**config.mk**
```make
export PLATFORM = sky130hd
export DESIGN_NAME = gfx_fb_write
export DESIGN_NICKNAME = d
export VERILOG_FILES = /design/src/rtl/gfx_defs.sv /design/src/rtl/gfx_fb_write_fifo.sv /design/src/rtl/gfx_fb_write.sv
export SDC_FILE = /design/constraint.sdc
export NUM_CORES = 1
export LEC_CHECK = 0
export CAP_MARGIN = 5
export CORE_AREA = 2 2 219 221
export DETAILED_ROUTE_END_ITERATION = 7
export DIE_AREA = 0 0 221 223
export PLACE_DENSITY = 0.86
export SLEW_MARGIN = 0
export SYNTH_ARGS = -nofsm -noshare
export SYNTH_HDL_FRONTEND = slang
export SYNTH_HIERARCHICAL = 1
export SYNTH_SLANG_ARGS = --single-unit
```
**constraint.sdc**
```tcl
create_clock -name clk -period 9 [get_ports clk]
set_input_delay 1.35 -clock clk [delete_from_list [all_inputs] [get_ports clk]]
set_output_delay 1.35 -clock clk [all_outputs]
set_load 0.05 [all_outputs]
```
**src/rtl/gfx_defs.sv**
```systemverilog
// rtl/gfx_defs.sv - shared types and sizing for the framebuffer write path
`ifndef GFX_FB_ADDR_BITS
`define GFX_FB_ADDR_BITS 19
`endif

package gfx_defs;
  typedef logic [`GFX_FB_ADDR_BITS-1:0] linear_coord;
  typedef logic [31:0] rgb32;

  typedef struct packed {
    linear_coord linear;
    rgb32        color;
  } frag_paint;

  typedef struct packed {
    logic [31:0] addr;
    rgb32        color;
  } fb_entry;

  localparam int GFX_FB_WRITE_DEPTH = 8;
endpackage

```
**src/rtl/gfx_fb_write_fifo.sv**
```systemverilog
// rtl/gfx_fb_write_fifo.sv - circular entry buffer with tail overwrite for write merging
module gfx_fb_write_fifo
  import gfx_defs::*;
#(
  parameter int DEPTH = GFX_FB_WRITE_DEPTH,
  localparam int PW = $clog2(DEPTH),
  localparam int EW = $bits(fb_entry)
) (
  input  logic          clk,
  input  logic          rst,
  input  logic          push,
  input  logic          pop,
  input  logic          overwrite,
  input  logic [EW-1:0] wdata,
  output logic [EW-1:0] head,
  output logic [31:0]   tail_addr,
  output logic [PW:0]   count
);

  logic [EW-1:0] mem [DEPTH];
  logic [PW-1:0] wr_ptr;
  logic [PW-1:0] rd_ptr;
  logic [PW-1:0] tail_ptr;
  fb_entry       tail_e;

  assign tail_ptr  = wr_ptr - 1'b1;
  assign head      = mem[rd_ptr];
  assign tail_e    = fb_entry'(mem[tail_ptr]);
  assign tail_addr = tail_e.addr;

  // Storage carries no reset; validity is defined entirely by the pointers and count.
  always_ff @(posedge clk) begin
    if (push) begin
      mem[wr_ptr] <= wdata;
    end else if (overwrite) begin
      mem[tail_ptr] <= wdata;
    end
  end

  always_ff @(posedge clk) begin
    if (rst) begin
      wr_ptr <= '0;
      rd_ptr <= '0;
      count  <= '0;
    end else begin
      if (push) wr_ptr <= wr_ptr + 1'b1;
      if (pop)  rd_ptr <= rd_ptr + 1'b1;
      case ({push, pop})
        2'b10:   count <= count + 1'b1;
        2'b01:   count <= count - 1'b1;
        default: count <= count;
      endcase
    end
  end

endmodule

```
**src/rtl/gfx_fb_write.sv**
```systemverilog
// rtl/gfx_fb_write.sv - fragment paint sink issuing merged single-beat Avalon-MM framebuffer writes
module gfx_fb_write
  import gfx_defs::*;
#(
  parameter int DEPTH  = GFX_FB_WRITE_DEPTH,
  parameter int ADDR_W = `GFX_FB_ADDR_BITS,
  localparam int PW = $clog2(DEPTH)
) (
  input  logic                       clk,
  input  logic                       rst,
  input  logic                       in_valid,
  output logic                       in_ready,
  input  logic [$bits(frag_paint)-1:0] in,
  input  logic [31:0]                fb_base,
  output logic [31:0]                mem_address,
  output logic                       mem_write,
  output logic [31:0]                mem_writedata,
  output logic [3:0]                 mem_byteenable,
  input  logic                       mem_waitrequest,
  output logic                       idle,
  output logic [31:0]                frags_in,
  output logic [31:0]                writes_out
);

  frag_paint         frag;
  logic [ADDR_W-1:0] linear;
  logic [31:0]       push_addr;
  fb_entry           push_entry;
  fb_entry           head_e;
  logic [$bits(fb_entry)-1:0] head_bits;
  logic [31:0]       tail_addr;
  logic [PW:0]       count;
  logic              accept;
  logic              merge;
  logic              pop;

  assign frag   = frag_paint'(in);
  assign linear = frag.linear;

  // Byte address wraps modulo 2^32; fb_base is assumed word aligned.
  assign push_addr  = fb_base + {{(30-ADDR_W){1'b0}}, linear, 2'b00};
  assign push_entry = '{addr: push_addr, color: frag.color};

  assign in_ready = !rst && (count != (PW+1)'(DEPTH));
  assign accept   = in_valid && in_ready;
  // The head may already be on the bus, so merging needs at least two entries.
  assign merge    = accept && (count >= (PW+1)'(2)) && (tail_addr == push_addr);

  assign mem_write      = (count != '0);
  assign pop            = mem_write && !mem_waitrequest;
  assign head_e         = fb_entry'(head_bits);
  assign mem_address    = head_e.addr;
  assign mem_writedata  = head_e.color;
  assign mem_byteenable = 4'b1111;
  assign idle           = (count == '0);

  gfx_fb_write_fifo #(.DEPTH(DEPTH)) u_fifo (
    .clk       (clk),
    .rst       (rst),
    .push      (accept && !merge),
    .pop       (pop),
    .overwrite (merge),
    .wdata     (push_entry),
    .head      (head_bits),
    .tail_addr (tail_addr),
    .count     (count)
  );

  always_ff @(posedge clk) begin
    if (rst) begin
      frags_in   <= '0;
      writes_out <= '0;
    end else begin
      if (accept) frags_in   <= frags_in + 32'd1;
      if (pop)    writes_out <= writes_out + 32'd1;
    end
  end

endmodule
```
# Word-level counts from Yosys, hierarchy flattened
# Memory sizes are Yosys's and may differ from the RTL's. A register that Yosys moved wholly into a read port is not among the register bits.
# Cells that the tools add are included.
[word_totals] ram_bits=512 ff_bits=74 inputBits=87 mem_count=1 output_inout_bits=135 wordCells=43
[classes] order_cmp=1 n_reduce_logical=13 addsub=8 eq_ne=4 mux=11
[memory_table] name="u_fifo.mem" depth=8 word_bits=64 read_ports=2 rd_clocked_by_memory_dff=1 wr=1 line="gfx_fb_write_fifo.sv:20" rtl="logic [EW-1:0] mem [DEPTH];"
[ops] operator="$add A32 B1 Y32 const B" n=2
[ops] operator="$mux W64" n=1
[ops] operator="$reduce_or A64 Y1" n=1
[ops] operator="$add A32 B21 Y32" n=1
[ops] operator="$eq A32 B32 Y1" n=1
[ops] operator="$mux W3" n=3
[ops] operator="$pmux W4 S2" n=1
[ops] operator="$add A3 B1 Y3 const B" n=2
[ops] operator="$logic_and A1 B1 Y1" n=6
[ops] operator="$mux W1" n=6
[ops] operator="$add A4 B1 Y4 const B" n=1
[ops] operator="$ge A4 B2 Y1 const B" n=1
[ops] operator="$logic_not A4 Y1" n=1
[ops] operator="$ne A4 B4 Y1 const B" n=1
[ops] operator="$reduce_bool A4 Y1" n=1
[ops] operator="$sub A4 B1 Y4 const B" n=1
[ops] operator="$logic_not A1 Y1" n=3
[ops] operator="$sub A3 B1 Y3 const B" n=1
[ops] operator="$eq A2 B1 Y1 const B" n=1
[ops] operator="$eq A2 B2 Y1 const B" n=1
[ops] operator="$reduce_bool A2 Y1" n=1

# Longest topological paths before layout
# Gate-level depths: netlist of the first run.
[depth] ltp_word=11 ltp_mapped=26 depth_no_buf=21

# Modules after synthesis
# The synthesis of the first run kept the hierarchy.
[by_module_without_submodules] mod="gfx_fb_write_fifo" seq_area_each_um2=15635.0 n_inst=1 cells_each=935 area_each_um2=21853.5
[by_module_without_submodules] mod="gfx_fb_write" seq_area_each_um2=1281.2 n_inst=1 cells_each=626 area_each_um2=5016.1

# Worst setup path before layout of the first run
# No wires, ideal clock.
[synth_timing] path_kind="input to register" from="in in[39]" to="mem u_fifo/mem[4][0] in the netlist's numbering (enable)" setup_time_ns=0.486 slack_ns=1.031 n_path_buf=2 arrival_ns=7.483 cell_stages=16 required_time_ns=8.514 path_cell_list="ha_1 buf_2 and2_1 buf_2 nor3_1 a311o_1 a2111oi_0 xor2_1 a41oi_1 o2111ai_1 nor4_2 nor2b_1 nor2b_1 nand2_1 xor2_1 nor2_1"
[synth_via] elab_chain_cells=9 word_cells_on_any_way=13 classes_between="1 x add/sub; 1 x eq/ne; 7 x mux; 4 x reduce/logical"
[synth_rtl] item="from (decl)" line="gfx_fb_write.sv:13" rtl="input logic [$bits(frag_paint)-1:0] in,"
[synth_rtl] item="$add A32 B21 Y32 *" line="gfx_fb_write.sv:41" rtl="assign push_addr = fb_base + {{(30-ADDR_W){1'b0}}, linear, 2'b00};"
[synth_rtl] item="net push_addr[11]" line="gfx_fb_write.sv:27" rtl="logic [31:0] push_addr;"
[synth_rtl] item="$eq A32 B32 Y1 *" line="gfx_fb_write.sv:47" rtl="assign merge = accept && (count >= (PW+1)'(2)) && (tail_addr == push_addr);"
[synth_rtl] item="$logic_and A1 B1 Y1 *" line="gfx_fb_write.sv:47"
[synth_rtl] item="net merge" line="gfx_fb_write.sv:34" rtl="logic merge;"
[synth_rtl] item="$logic_not A1 Y1" line="gfx_fb_write.sv:60" rtl=".push (accept && !merge),"
[synth_rtl] item="$logic_and A1 B1 Y1" line="gfx_fb_write.sv:60"
[synth_rtl] item="$mux W1" line="gfx_fb_write_fifo.sv:33" rtl="if (push) begin"
[synth_rtl] item="$mux W1 (not written as such)" line="gfx_fb_write_fifo.sv:36" rtl="mem[tail_ptr] <= wdata;"
[synth_rtl] item="$reduce_or A64 Y1 (no source line)"
[synth_rtl] item="$mux W3 (no source line) / $mux W1 (equally long branches)"
[synth_rtl] item="to (decl)" line="gfx_fb_write_fifo.sv:20"
# Mark *: on every way through the listed nets, which the timed path passes. The rest lies on a longest branch.

# Worst setup path in the final report of the first run
[layout_timing] from="reg u_fifo.wr_ptr[0]" to="mem u_fifo/mem[2][23] in the netlist's numbering (enable)"
[layout_via] elab_chain_cells=10 word_cells_on_any_way=14 classes_between="1 x add/sub; 1 x eq/ne; 7 x mux; 4 x reduce/logical; 1 x memory"
[layout_rtl] item="from (decl)" line="gfx_fb_write_fifo.sv:21" rtl="logic [PW-1:0] wr_ptr;"
[layout_rtl] item="from (signal assigned)" line="gfx_fb_write_fifo.sv:46" rtl="if (push) wr_ptr <= wr_ptr + 1'b1;"
[layout_rtl] item="$sub A3 B1 Y3 *" line="gfx_fb_write_fifo.sv:26" rtl="assign tail_ptr = wr_ptr - 1'b1;"
[layout_rtl] item="net u_fifo.tail_ptr[0]" line="gfx_fb_write_fifo.sv:23" rtl="logic [PW-1:0] tail_ptr;"
[layout_rtl] item="$mem_v2 Z8 W64 *"
[layout_rtl] item="net tail_addr[1]" line="gfx_fb_write.sv:31" rtl="logic [31:0] tail_addr;"
[layout_rtl] item="$eq A32 B32 Y1 *" line="gfx_fb_write.sv:47"
[layout_rtl] item="$logic_and A1 B1 Y1 *" line="gfx_fb_write.sv:47"
[layout_rtl] item="net merge" line="gfx_fb_write.sv:34"
[layout_rtl] item="$logic_not A1 Y1" line="gfx_fb_write.sv:60"
[layout_rtl] item="$logic_and A1 B1 Y1" line="gfx_fb_write.sv:60"
[layout_rtl] item="$mux W1" line="gfx_fb_write_fifo.sv:33"
[layout_rtl] item="$mux W1 (not written as such)" line="gfx_fb_write_fifo.sv:36"
[layout_rtl] item="$reduce_or A64 Y1 (no source line)"
[layout_rtl] item="$mux W3 (no source line) / $mux W1 (equally long branches)"
# Marked as above.

==> results of run 1 <==
## where the power goes
part           internal [mW]  total (mW)  leakage, nW  switching [mW]
clock network           1.31        2.31        0.865           0.995
logic                  0.943        2.19         3.84            1.24
registers               3.08        3.20         5.25           0.123
total                   5.33        7.69         9.96            2.36
## worst min path at each step
stage / endpoint / cells past startpoint
after floorplan: register / 2
after global placement: frags_in[21] / 2
after detailed placement: writes_out[12] / 2
after CTS: writes_out[12] / 2
after global routing: frags_in[26] / 2
final: writes_out[12] / 2
## metal layers
layer	vias to the layer above	share of wire, %	track usage, %
met4	2	2.9	8.66
met3	144	8.7	5.41
met1	8197	38	35.6
met5	-	0.020	0
met2	903	51	44.6
li1	6715	-	-
## cells in the mapped netlist, drive strengths merged (3+ instances only)
cell type,number,area [µm²]
or2,4,25.0
a211oi,4,30.0
a21oi,39,195
o21ai,22,110
and2,10,62.6
xnor3,5,113
buf,48,372
clkbuf,34,128
o211ai,3,22.5
o311ai,3,26.3
o31ai,3,22.5
nand3,30,150
nor3,15,75.1
mux4,192,4330
mux2i,3,30.0
nand2,51,191
ha,27,338
and4,6,52.6
xor3,4,98.9
nor4b,3,26.3
o2111ai,5,43.8
edfxtp,512,15400
mux2,97,1090
and3,12,76.3
nand4,31,194
nor4,11,81.3
o21a,3,22.5
xor2,64,561
inv,13,48.8
nor2b,7,43.8
nand2b,6,37.5
a31oi,5,31.3
or3,13,86.3
a21o,16,120
nor2,103,387
xnor2,49,429
dfxtp,77,1540
## cells by family (layout without fill, tap and decap cells)
kind of cell,Yosys count,after routing,share of synthesized area [%]
xor+xnor,122,122,4.47
flops,589,589,63.0
other cells,1,4,0.0140
mux,292,292,20.3
simple gates,308,308,5.77
compound gates,126,126,3.12
fa+ha+maj,28,28,1.33
buf+inv,95,355,2.04
## sequential cells by signal, summed over array words and instances (netlist names), named ones only
| register | count |
|---|---|
| writes_out | 32 |
| u_fifo/wr_ptr | 3 |
| u_fifo/rd_ptr | 3 |
| u_fifo/mem | 512 |
| u_fifo/count | 4 |
| frags_in | 32 |
## critical path: stages (launching register included)
cell and delay (ns):
dfxtp_4 0.86, inv_1 0.26, ha_2 0.58, buf_4 0.50
mux4_2 0.43, mux2_2 0.29, xnor2_1 0.17, nand4_1 0.22
a2111oi_0 0.46, nand4b_1 0.15, a311oi_1 0.27, nand4_1 0.15
nor4_2 0.41, nor2b_1 0.19, nor2b_1 0.31, nand2_1 0.16
xnor2_1 0.33, nor2_4 0.77, buf_12 0.36
## per-stage QoR
| stage | setup slack, ns | std cells | cell area [µm²] | total power [mW] | util (%) |
|---|---|---|---|---|---|
| after global placement | 1.86 | 2334 | 29600 | 5.37 | 62.9 |
| after CTS | 1.82 | 2439 | 31400 | 7.73 | 66.7 |
| after global routing | 1.36 | 2439 | 31400 | 7.92 | 66.7 |
| after detailed placement | 1.83 | 2334 | 29600 | 5.41 | 62.9 |
| final | 1.70 | 2439 | 31400 | 7.69 | 66.7 |
| after floorplan | 1.03 | 1564 | 26900 | 4.80 | - |
## final cells by class
type | instances | share of cell area [%]
clock buffer | 67 | 4.59
clock inverter | 38 | 1.09
inverter | 13 | 0.155
multi-input combinational | 880 | 30.2
sequential | 589 | 53.9
tap | 615 | 2.45
timing repair buffer | 237 | 7.61
==> impl_metrics.json, run 1 <==
{
  "cp_max_fo": 42,
  "rrSetupSlack_ns": 1.70,
  "yosys_warnings": 6,
  "holdCritPathClass": "register to register",
  "cts-root-buf": "clkbuf_16",
  "numCtsBuffers": 56,
  "io_buffers": 217,
  "area_growth_pct": 17.0,
  "max_slew_margin_pct": 21.0,
  "setup_violations": 0,
  "die_area_um2": 49300,
  "wl_um": 66200,
  "start_kind": "register",
  "clk_latency_ns": 0.62,
  "drive_gt1_share_pct": 22.5,
  "setup_tns_ns": 0,
  "max_freq_mhz": 137,
  "grt_pass1_wl_um": 100000,
  "end_kind": "register",
  "cts-hold-fix-buffers": 0,
  "synth_ff_type": "edfxtp_1",
  "row_count": 80,
  "netlist_area_um2": 26900,
  "dieHeight_um": 223,
  "die_x_um": 221,
  "period_share_pct": 81.1,
  "ctsResizeCount": 0,
  "diodes": 0,
  "ys_seq_area_share_pct": 63.0,
  "multi_input_area_um2": 9500,
  "cap_violations": 0,
  "worst-slew-pin-transition_ns": 1.18,
  "io_pins": 222,
  "fp.coreArea_um2": 47100,
  "drtIter0Drc": 1989,
  "clock_path_buffers": 3,
  "status": "finished clean",
  "cts_tree": "yes",
  "regArea_um2": 16900,
  "synth_edf_count": 512,
  "min_from": "writes_out[12]",
  "n_fill_cell": 2938,
  "finalCriticalPeriod_ns": 7.30,
  "cp.arrival_ns": 7.58,
  "dr.pass1.iters": 6,
  "drv_slew": 0,
  "start_util_pct": 57.0,
  "critPathLaunch": "u_fifo/wr_ptr[0]",
  "final_antenna_net_count": 0,
  "cts_setup_buffers": 0,
  "final_common_cell": "edfxtp_1",
  "async_flop_share_pct": 0,
  "p_leak_nw": 9.96,
  "fin_worst_skew_ns": 0.0334,
  "reg2reg_depth": 18,
  "r2r-end": "u_fifo/mem[2][23]",
  "num_vias": 16000,
  "whs_ns": 0.510,
  "finalNetCount": 1892,
  "power-per-cell-area_nw_per_um2": 245,
  "finalHoldViolCount": 0,
  "required_ns": 9.29,
  "htreeDepth": 2,
  "hpwlAfterDp_um": 40200,
  "route.detailed.drc": 0,
  "yosys_register_bits": 589,
  "crit_type": "register to register",
  "gp_congestion": 0.961,
  "ir_drop_v": 0.000231,
  "layout_common_cells": "512 x edfxtp_1, 216 x clkdlybuf4s50_1, 190 x mux4_2, 96 x mux2_2, 95 x nor2_1",
  "grt_setup_unrepaired": "false",
  "grt_overflow": 0,
  "wl_per_cell_um": 27.1,
  "avgSynthCellArea_um2": 17.2,
  "clock-sinks": 589,
  "vias_per_cell": 6.54,
  "antenna_found_initial": 1,
  "grt_max_degree": 97,
  "r2r-start": "u_fifo/wr_ptr[0]",
  "endpoint": "u_fifo/mem[2][23]",
  "clkTransAtPathRegs_ns": 0.07,
  "ys_types": 76,
  "grt_pass1_vias": 16400,
  "synthCells": 1561,
  "grt_util_all_layers_pct": 26.7
}
Note: power is estimated with default switching activity, not from simulation.
==> run 2: changes to the inputs <==
--- a/config.mk
+++ b/config.mk
@@ -6,10 +6,10 @@
 export NUM_CORES = 1
 export LEC_CHECK = 0
 export CAP_MARGIN = 5
-export CORE_AREA = 2 2 219 221
+export CORE_AREA = 2 2 229 231
 export DETAILED_ROUTE_END_ITERATION = 7
-export DIE_AREA = 0 0 221 223
-export PLACE_DENSITY = 0.86
+export DIE_AREA = 0 0 231 233
+export PLACE_DENSITY = 0.83
 export SLEW_MARGIN = 0
 export SYNTH_ARGS = -nofsm -noshare
 export SYNTH_HDL_FRONTEND = slang
==> constraint.sdc (replaced) <==
create_clock -name clk -period 6.2 [get_ports clk]
set_input_delay 0.93 -clock clk [delete_from_list [all_inputs] [get_ports clk]]
set_output_delay 0.93 -clock clk [all_outputs]
set_load 0.05 [all_outputs]
==> impl_metrics.json, run 2 (synthesis gave the netlist of run 1 again) <==
{
  "required_ns": 6.54,
  "grt_max_degree": 78,
  "grt_pass1_wl_um": 96600,
  "grt_overflow": 0,
  "power-per-cell-area_nw_per_um2": 357,
  "grt_pass1_vias": 16200,
  "period_share_pct": 92.7,
  "clk_latency_ns": 0.64,
  "layout_common_cells": "512 x edfxtp_1, 216 x clkdlybuf4s50_1, 190 x mux4_2, 96 x mux2_2, 95 x nor2_1",
  "cp_max_fo": 37,
  "wl_per_cell_um": 25.2,
  "reg_top3": "u_fifo/mem (512), frags_in (32), writes_out (32)",
  "largest_reg_flops": 512,
  "clkTransAtPathRegs_ns": 0.06,
  "grt_setup_unrepaired": "false",
  "antenna_found_initial": 3,
  "fin_worst_skew_ns": 0.0385,
  "finalCriticalPeriod_ns": 5.75,
  "io_pins": 222,
  "row_count": 83,
  "final_common_cell": "edfxtp_1",
  "finalHoldViolCount": 0,
  "dieHeight_um": 233,
  "ir_drop_v": 0.000377,
  "die_area_um2": 53800,
  "cpPeakStageDelay_ns": 0.73,
  "final_antenna_net_count": 0,
  "clock_path_buffers": 3,
  "crit_slowest_cell": "xnor2_1",
  "status": "finished clean",
  "max_slew_margin_pct": 19.9,
  "drtIter0Drc": 1490,
  "cts_setup_buffers": 0,
  "gp_congestion": 0.934,
  "htreeDepth": 2,
  "final_cell_count_no_fill": 2534,
  "end_kind": "register",
  "cts_tree": "yes",
  "cts-hold-fix-buffers": 0,
  "worst-slew-pin-transition_ns": 1.20,
  "drive_gt1_share_pct": 24.2,
  "numCtsBuffers": 57,
  "worstPathCellList": "inv_1 > ha_2 > buf_12 > mux4_2 > mux2_2 > xnor2_1 > nand4_1 > a2111oi_1 > nand4b_1 > a311oi_1 > nand4_1 > nor4_4 > nor2b_1 > nor2b_1 > nand2_1 > xnor2_1 > nor2_4 > buf_12",
  "area_growth_pct": 19.6,
  "dp_cells": 2425,
  "die_x_um": 231,
  "hpwlAfterDp_um": 40800,
  "finalNetCount": 1919,
  "setup_violations": 0,
  "fp.coreArea_um2": 51100,
  "setup_tns_ns": 0,
  "crit_type": "register to register",
  "wl_um": 63800,
  "cts-root-buf": "clkbuf_16",
  "start_util_pct": 52.6,
  "ctsResizeCount": 0,
  "cap_violations": 0,
  "num_vias": 15700,
  "vias_per_cell": 6.20,
  "start_kind": "register",
  "regMostFlops": "u_fifo/mem",
  "p_leak_nw": 10.3,
  "dr.pass1.iters": 5,
  "route.detailed.drc": 0,
  "clock-sinks": 589,
  "grt_util_all_layers_pct": 23.8,
  "holdCritPathClass": "register to register",
  "cp.arrival_ns": 6.09,
  "drv_slew": 0,
  "max_freq_mhz": 174,
  "io_buffers": 217
}
## run 2: cell count changes in the layout (fill, tap and decap cells not counted), sizes merged
cell    before  now
buf         21   47
clkinv      28   10
bufinv       6    8
diode        0    2
clkbuf      67   85
## run 2: report_power, final
part / internal (mW) / leakage, nW / switching (mW)
clock: 2.17 / 0.971 / 1.47
sequential: 4.46 / 5.25 / 0.141
combinational: 1.41 / 4.04 / 1.81
total: 8.04 / 10.3 / 3.42
## run 2: area by class of cell
| type | instances | area, µm² |
|---|---|---|
| repair buffers | 263 | 2790 |
| fillers | 3489 | 19000 |
| multi-input cells | 880 | 9510 |
| clock inverters | 22 | 377 |
| diodes | 2 | 5.00 |
| well taps | 680 | 851 |
| clock buffers | 85 | 1630 |
| flip-flops and latches | 589 | 16900 |
| inverters | 13 | 48.8 |
## run 2: path summary, 6_finish.rpt
kind	startpoint	to	slack (ns)	cells past startpoint
setup reg to reg	u_fifo/wr_ptr[1]	u_fifo/mem[2][4]	0.45	18
setup / recovery	u_fifo/wr_ptr[1]	u_fifo/mem[2][4]	0.45	18
hold / removal	frags_in[21]	frags_in[21]	0.51	2
hold reg to reg	frags_in[21]	frags_in[21]	0.51	2
## run 2: critical path: cells and delay by family (launching register included)
| kind | cells | cell delay (ns) |
|---|---|---|
| simple gates | 8 | 1.61 |
| xor+xnor | 2 | 0.91 |
| compound gates | 2 | 0.74 |
| mux | 2 | 0.65 |
| buf+inv | 3 | 0.63 |
| fa+ha+maj | 1 | 0.45 |
| flops | 1 | 0.42 |
## run 2: per-stage QoR
step	power, mW	hold slack [ns]	worst slack, ns	utilization, %	instance area (µm²)
6_report	11.5	0.506	0.450	62.9	32100
5_1_grt	11.9	0.535	0.0319	62.9	32100
4_1_cts	11.6	0.503	0.406	62.9	32100
3_5_place_dp	7.89	0.489	-0.0606	58.9	30100
3_3_place_gp	7.85	0.482	0.0378	58.9	30100
2_1_floorplan	6.97	0.485	-0.321	-	26900
## run 2: metal layers
layer	GRT usage [%]	wire, µm	vias to the layer above
met4	7.42	1570	2
li1	-	-	6777
met3	4.78	5220	113
met5	0	11	-
met2	40.1	32300	732
met1	31.5	24700	8082
